===== src/rtl/uart_cmd_rx.sv =====
// 8N1 UART receiver with a frame assembler that builds a BYTES-wide command, MSB byte first,
// with an optional trailing checksum byte, an inter-byte timeout and framing-error reporting.
module uart_cmd_rx #(
    parameter int unsigned BYTES       = 2,
    parameter int unsigned BAUD_DIV    = 2604,
    parameter int unsigned TIMEOUT_CYC = 65536,
    parameter int unsigned CHKSUM_EN   = 0
) (
    input  logic               clk,
    input  logic               rst,
    input  logic               RX,
    input  logic               clr_cmd_rdy,
    output logic [8*BYTES-1:0] cmd,
    output logic               cmd_rdy,
    output logic               chk_err,
    output logic               frm_err
);

    localparam int unsigned   FRAME_LEN = (CHKSUM_EN != 0) ? BYTES + 1 : BYTES;
    localparam int unsigned   CW        = $clog2(FRAME_LEN + 1);
    localparam int unsigned   BW        = $clog2(BAUD_DIV);
    localparam int unsigned   TW        = $clog2(TIMEOUT_CYC + 1);
    localparam int unsigned   SW        = 8 * BYTES;
    localparam logic [BW-1:0] HALF_M1   = BW'(BAUD_DIV / 2 - 1);
    localparam logic [BW-1:0] FULL_M1   = BW'(BAUD_DIV - 1);
    localparam logic [CW-1:0] LAST_IDX  = CW'(FRAME_LEN - 1);
    localparam logic [CW-1:0] PAY_LEN   = CW'(BYTES);
    localparam logic [TW-1:0] TMO_LAST  = TW'(TIMEOUT_CYC - 1);
    localparam bit            CHK_ON    = (CHKSUM_EN != 0);

    typedef enum logic [1:0] {S_IDLE, S_START, S_DATA, S_STOP} state_t;

    state_t          r_state;
    state_t          w_state_nxt;
    logic            r_rx_s1;
    logic            r_rx_s2;
    logic            r_rx_prev;
    logic [BW-1:0]   r_baud;
    logic [2:0]      r_bitcnt;
    logic [7:0]      r_byte;
    logic [SW-1:0]   r_shift;
    logic [7:0]      r_sum;
    logic [CW-1:0]   r_cnt;
    logic [TW-1:0]   r_tmo;
    logic            r_done;
    logic [SW-1:0]   r_cmd;
    logic            r_cmd_rdy;
    logic            r_chk_err;
    logic            r_frm_err;

    logic            w_expire;
    logic            w_start_edge;
    logic            w_baud_load;
    logic [BW-1:0]   w_baud_val;
    logic            w_sample;
    logic            w_byte_ok;
    logic            w_frm_bad;
    logic            w_tmo_run;
    logic            w_timeout;
    logic            w_complete_ok;

    assign cmd     = r_cmd;
    assign cmd_rdy = r_cmd_rdy;
    assign chk_err = r_chk_err;
    assign frm_err = r_frm_err;

    // Baud counter holds remaining cycles minus one, so expiry is at zero.
    assign w_expire = (r_baud == '0);

    always_ff @(posedge clk or posedge rst) begin
        if (rst) begin
            r_state <= S_IDLE;
        end else begin
            r_state <= w_state_nxt;
        end
    end

    always_comb begin
        w_state_nxt  = r_state;
        w_start_edge = 1'b0;
        w_baud_load  = 1'b0;
        w_baud_val   = '0;
        w_sample     = 1'b0;
        w_byte_ok    = 1'b0;
        w_frm_bad    = 1'b0;
        case (r_state)
            S_IDLE: begin
                if (r_rx_prev && !r_rx_s2) begin
                    w_start_edge = 1'b1;
                    w_baud_load  = 1'b1;
                    w_baud_val   = HALF_M1;
                    w_state_nxt  = S_START;
                end
            end
            S_START: begin
                if (w_expire) begin
                    if (!r_rx_s2) begin
                        w_baud_load = 1'b1;
                        w_baud_val  = FULL_M1;
                        w_state_nxt = S_DATA;
                    end else begin
                        w_state_nxt = S_IDLE;
                    end
                end
            end
            S_DATA: begin
                if (w_expire) begin
                    w_sample    = 1'b1;
                    w_baud_load = 1'b1;
                    w_baud_val  = FULL_M1;
                    if (r_bitcnt == 3'd7) begin
                        w_state_nxt = S_STOP;
                    end
                end
            end
            S_STOP: begin
                if (w_expire) begin
                    w_state_nxt = S_IDLE;
                    w_byte_ok   = r_rx_s2;
                    w_frm_bad   = !r_rx_s2;
                end
            end
            default: w_state_nxt = S_IDLE;
        endcase
    end

    assign w_tmo_run     = (r_state == S_IDLE) && (r_cnt != '0) && !r_done;
    assign w_timeout     = w_tmo_run && !w_start_edge && (r_tmo == TMO_LAST);
    assign w_complete_ok = r_done && (!CHK_ON || (r_sum == 8'h00));

    always_ff @(posedge clk or posedge rst) begin
        if (rst) begin
            r_rx_s1   <= 1'b1;
            r_rx_s2   <= 1'b1;
            r_rx_prev <= 1'b1;
            r_baud    <= '0;
            r_bitcnt  <= '0;
            r_byte    <= '0;
        end else begin
            r_rx_s1   <= RX;
            r_rx_s2   <= r_rx_s1;
            r_rx_prev <= r_rx_s2;
            if (w_baud_load) begin
                r_baud <= w_baud_val;
            end else if (!w_expire) begin
                r_baud <= r_baud - BW'(1);
            end
            if (r_state == S_START) begin
                r_bitcnt <= '0;
            end else if (w_sample) begin
                r_bitcnt <= r_bitcnt + 3'd1;
            end
            if (w_sample) begin
                r_byte <= {r_rx_s2, r_byte[7:1]};
            end
        end
    end

    // Frame assembly: completion is evaluated the cycle after the last stop sample.
    always_ff @(posedge clk or posedge rst) begin
        if (rst) begin
            r_shift   <= '0;
            r_sum     <= '0;
            r_cnt     <= '0;
            r_tmo     <= '0;
            r_done    <= 1'b0;
            r_cmd     <= '0;
            r_cmd_rdy <= 1'b0;
            r_chk_err <= 1'b0;
            r_frm_err <= 1'b0;
        end else begin
            r_done    <= 1'b0;
            r_chk_err <= 1'b0;
            r_frm_err <= w_frm_bad;

            if (w_start_edge || !w_tmo_run || w_timeout) begin
                r_tmo <= '0;
            end else begin
                r_tmo <= r_tmo + TW'(1);
            end

            if (w_frm_bad) begin
                r_cnt <= '0;
                r_sum <= '0;
            end else if (w_byte_ok) begin
                if (r_cnt < PAY_LEN) begin
                    r_shift <= SW'({r_shift, r_byte});
                end
                r_sum <= r_sum + r_byte;
                if (r_cnt == LAST_IDX) begin
                    r_done <= 1'b1;
                end else begin
                    r_cnt <= r_cnt + CW'(1);
                end
            end else if (r_done) begin
                r_cnt <= '0;
                r_sum <= '0;
                if (w_complete_ok) begin
                    r_cmd <= r_shift;
                end else begin
                    r_chk_err <= 1'b1;
                end
            end else if (w_timeout) begin
                r_cnt <= '0;
                r_sum <= '0;
            end

            if (w_complete_ok) begin
                r_cmd_rdy <= 1'b1;
            end else if (clr_cmd_rdy || (w_start_edge && (r_cnt == '0))) begin
                r_cmd_rdy <= 1'b0;
            end
        end
    end

endmodule

===== config.mk =====
export PLATFORM = sky130hd
export DESIGN_NAME = uart_cmd_rx
export DESIGN_NICKNAME = d
export VERILOG_FILES = /design/src/rtl/uart_cmd_rx.sv
export SDC_FILE = /design/constraint.sdc
export NUM_CORES = 1
export LEC_CHECK = 0
export BUFFER_PORTS_ARGS = -buffer_cell sky130_fd_sc_hd__buf_2
export CAP_MARGIN = 20
export CORE_ASPECT_RATIO = 0.8
export CORE_MARGIN = 1.5
export CORE_UTILIZATION = 35
export CTS_CLUSTER_DIAMETER = 200
export DETAILED_ROUTE_END_ITERATION = 8
export GPL_ROUTABILITY_DRIVEN = 0
export HOLD_SLACK_MARGIN = 0.08
export SYNTH_ARGS = -nofsm -noshare
export SYNTH_HDL_FRONTEND = slang
export SYNTH_SLANG_ARGS = --single-unit

===== constraint.sdc =====
create_clock -name clk -period 5.6 [get_ports clk]
set_input_delay 1.12 -clock clk [delete_from_list [all_inputs] [get_ports clk]]
set_output_delay 1.12 -clock clk [all_outputs]
set_load 0.01 [all_outputs]

Yosys cells after proc, flatten, opt, wreduce, memory -nomap -nowiden
Index checks and enable logic that the tools add are counted.

$add $sub $neg: 4. Order comparisons: 1. Equality and inequality tests: 13. Multiplexer cells: 38. Bitwise operators: 2. Reduce and logical (&&, ||, !) cells: 24.

Operators with widths (count): 12-bit two-way mux (5); 12-bit case mux with 3 select lines (1); 2-bit two-way mux (11); 17-bit by 1-bit adder with 17-bit output (second input constant) (1); 17-bit by 16-bit == test with 1-bit output (second input constant) (1); 17-bit two-way mux (1); 1-bit two-way mux (15); 12-bit zero test (1); 12-bit by 1-bit subtractor with 12-bit output (second input constant) (1); 11-bit two-way mux (1); 2-bit inequality test (second input constant) (5); 2-bit case mux with 4 select lines (1); 1-bit logical AND (6); 3-bit two-way mux (2); 3-bit AND reduction (2); 2-bit nonzero test (3); 5-bit AND reduction (1); 2-bit by 1-bit == test with 1-bit output (second input constant) (2); 2-bit == test (second input constant) (2); 1-bit zero test (4); 2-bit zero test (2); 4-bit nonzero test (1); 3-bit by 1-bit adder with 3-bit output (second input constant) (1); 3-bit == test (second input constant) (1); 8 further kinds (11).

Register bits after elaboration: 82. Output and inout port bits: 19. Logic and storage cells: 96.

Logic depth before layout (Yosys ltp)
Depth in word-level cells: 11. Gate-level depth with buffers: 9. Gate-level depth less buffers: 8.

Worst setup path after synthesis
No wires, ideal clock.

Path kind: reg-to-reg. From: register r_baud[0]. To: register r_shift[0]. Setup time: 0.125 ns. Arrival: 2.011 ns. Path slack: 3.464 ns. Cell stages (with the launch flop): 8. Period minus slack after synthesis: 2.136 ns. Path through: dfrtp_1 inv_1 ha_1 or3b_2 nor3_4 nand3_4 buf_6 mux2_4.

Cells in the longest elaborated chain, start to end: 5. Elaborated cells on any way between the ends: 7. Classes of those cells: mux (4); bitwise (1); reduce/logical (2).

Ends and longest elaborated chain: from (decl) (RTL line 38) `logic [BW-1:0] r_baud;`; from (signal assigned) (RTL line 144) `r_baud <= w_baud_val;`; from (signal assigned) (RTL line 146) `r_baud <= r_baud - BW'(1);`; 12-bit zero test (*) (RTL line 68) `assign w_expire = (r_baud == '0);`; 1-bit two-way mux (RTL line 117) `if (w_expire) begin`; 1-bit two-way mux (RTL line 86) `case (r_state)`; 1-bit inverter (no source line); 3-bit AND reduction (no source line) (*); to (signal assigned) (RTL line 187) `r_shift <= SW'({r_shift, r_byte});`; to (decl) (RTL line 41) `logic [SW-1:0] r_shift;`.

Every way passes the cells marked *; elsewhere a longest branch is shown, timed or not. A chain may end at the register's enable or synchronous reset.

Final worst setup path
Ends and elaborated chain as after synthesis.

==> results.json <==
{
  "status": "completed",
  "synth_seq_cells": 82,
  "fin_hold_ws_ns": 0.356,
  "ant_nets": 0,
  "hold_buffers": 0,
  "avgSynthCellArea_um2": 12.3,
  "p_switching_mw": 0.421,
  "fin_crit_sh_pct": 46.4,
  "dpl-instance-area_um2": 3890,
  "p_clk_share_pct": 40.2,
  "p_per_area_nw_per_um2": 357,
  "worst_setup_path_end_kind": "register",
  "synth-edff-count": 0,
  "dr.pass1.iters": 4,
  "yosysWarnings": 0,
  "post-place-ws_ns": 3.00,
  "setup.worst_path.class": "reg2reg",
  "worstPathMaxFanout": 16,
  "seq_area_frac_synth_pct": 56.4,
  "dieArea_um2": 11000,
  "start_kind": "register",
  "post_drt_wl_per_cell_um": 13.8,
  "core-area_um2": 10200,
  "tns_ns": 0,
  "dp_hpwl_um": 4280,
  "rows": 33,
  "seq_power_share_pct": 47.3,
  "cts_resized": 0,
  "synth_nets": 308,
  "io_pins": 23,
  "drt_iter0_drc": 155,
  "final_common_cell": "dfrtp_1",
  "leakagePower_nw": 2.02,
  "drv_cap": 0,
  "drive_above_1_share_pct": 27.7,
  "clock_skew_ns": 0.00878,
  "clockRootBuffer": "clkbuf_16",
  "hp-class": "reg2reg",
  "timing.fmax_mhz": 385,
  "dr_total_vias": 2317,
  "yosysTopAreaCellShare_pct": 54.2,
  "worst_pin_slew_ns": 0.710,
  "cts.sinks": 82,
  "grt_pass1_vias": 2233,
  "track_usage_pct": 13.0,
  "cts_buffers": 9,
  "antenna_found_initial": 0,
  "critical_path_arrival_ns": 2.81,
  "final_cell_mix": "79 x dfrtp_1, 30 x mux2_2, 21 x buf_2, 20 x nor2_1, 17 x nand3_1",
  "postCtsSetupBuffers": 0,
  "synth_area_leaders": "dfrtp_1 54%, mux2_2 9.3%, mux2_4 4.1%",
  "setup_viol": 0,
  "h-tree-depth": 3,
  "diodes": 0,
  "yosysTopAreaCell": "dfrtp_1",
  "die_w_um": 117,
  "drc": 0,
  "netlist_instances": 297,
  "grt_max_degree": 83,
  "synth-async-reset-ratio_pct": 100,
  "synthFlopType": "dfrtp_1",
  "cp_data_required_time_ns": 5.81,
  "clkTransAtPathRegs_ns": 0.06,
  "synth_cell_types": 50,
  "fill_cells": 978,
  "p_comb_share_pct": 12.4,
  "vias_per_cell": 4.95,
  "relSlewSlack_pct": 52.5,
  "fin_crit_ns": 2.60,
  "p_sw_share_pct": 27.9,
  "synth_area_um2": 3650,
  "hold_violations": 0,
  "setup_ws_ns": 3.00,
  "gr-total-overflow": 0,
  "fin_area_um2": 4230,
  "final_nets": 334,
  "vdd_drop_max_uv": 138,
  "final_max_slew_viol_count": 0,
  "cts_tree": "done",
  "grt_pass1_wl_um": 11000,
  "clockBufferDepth": 2,
  "start_util_pct": 35.8,
  "die_h_um": 94.3,
  "internal_power_mw": 1.09,
  "area_growth_pct": 15.9,
  "drt_wl_total_um": 6450,
  "clock_latency_ns": 0.33,
  "rsz0062_at_grt": "false",
  "port_buffers": 21
}
## logic make-up after synthesis
| group | Yosys count | share of synthesized area, % |
|---|---|---|
| flops | 82 | 56.4 |
| mux | 42 | 14.0 |
| simple gates | 93 | 14.5 |
| compound gates | 33 | 5.87 |
| other cells | 1 | 0.103 |
| fa+ha+maj | 7 | 2.40 |
| buf+inv | 22 | 2.71 |
| xor+xnor | 17 | 4.08 |
## area by class of cell
class / count / area, µm² / area share, %
multi-input combinational: 193 / 1490 / 35.3
sequential: 82 / 2060 / 48.6
clock buffer: 10 / 239 / 5.65
clock inverter: 6 / 71.3 / 1.69
timing repair buffer: 23 / 140 / 3.32
inverter: 14 / 53.8 / 1.27
tap: 140 / 175 / 4.14
## state kept, by name (all words and copies together) (netlist names), 2 cells and up, named ones only
signal,count
r_byte,8
r_tmo,17
cmd,16
r_baud,12
r_bitcnt,3
r_shift,16
r_cnt,2
## path summary, 6_finish.rpt
kind                            from    endpoint  slack [ns]  cells after the start
min in group asynchronous        rst      cmd[6]        0.82                      3
setup / recovery           r_baud[0]  r_shift[0]        3.00                      6
max in group asynchronous        rst   r_rx_prev        4.15                      4
setup reg to reg           r_baud[0]  r_shift[0]        3.00                      6
hold / removal               r_rx_s1     r_rx_s2        0.36                      0
hold reg to reg              r_rx_s1     r_rx_s2        0.36                      0
## stage by stage
step | utilization (%) | instances | total power, mW
after floorplan | - | 297 | 0.858
after global placement | 38.1 | 451 | 0.899
after detailed placement | 38.1 | 451 | 0.908
final | 41.4 | 468 | 1.51
after global routing | 41.4 | 468 | 1.59
after CTS | 41.2 | 467 | 1.52
## layer usage
layer	share of wire, %	vias up	global-route usage [%]
met5	0	-	0
met3	5.8	6	4.26
met1	49	1137	18.2
met4	1.1	0	3.61
li1	-	1111	-
met2	44	63	19.3
## worst max-delay path: stages (launching register included)
cell,delay (ns)
dfrtp_1,0.40
inv_1,0.10
ha_1,0.20
or3b_2,0.51
nor3_4,0.51
nand3_4,0.36
mux2_4,0.39
## power by group through the flow
stage	combinational [mW]	clock, mW	sequential, mW
after global placement	0.181	0	0.718
after CTS	0.187	0.622	0.712
after global routing	0.213	0.651	0.723
final	0.188	0.606	0.714
after floorplan	0.160	0	0.698
after detailed placement	0.186	0	0.722
## synth_stat cells, types with 2 or more instances
cell type,count
o31ai_1,3
xor2_1,8
buf_4,2
xnor2_1,9
nor2_1,20
clkbuf_1,4
nand4_1,7
or3_1,4
a21o_1,2
nor3b_1,2
mux2_4,10
ha_1,7
nor4_1,3
mux2_2,30
and3_1,3
dfrtp_1,79
nand2b_1,2
dfstp_2,3
inv_1,14
nor4_2,2
a21oi_1,8
nand3_1,17
nand2_1,13
nor3_1,6
or4_1,3
and2_1,3
o21ai_0,10
(Power assumes the default switching activity.)
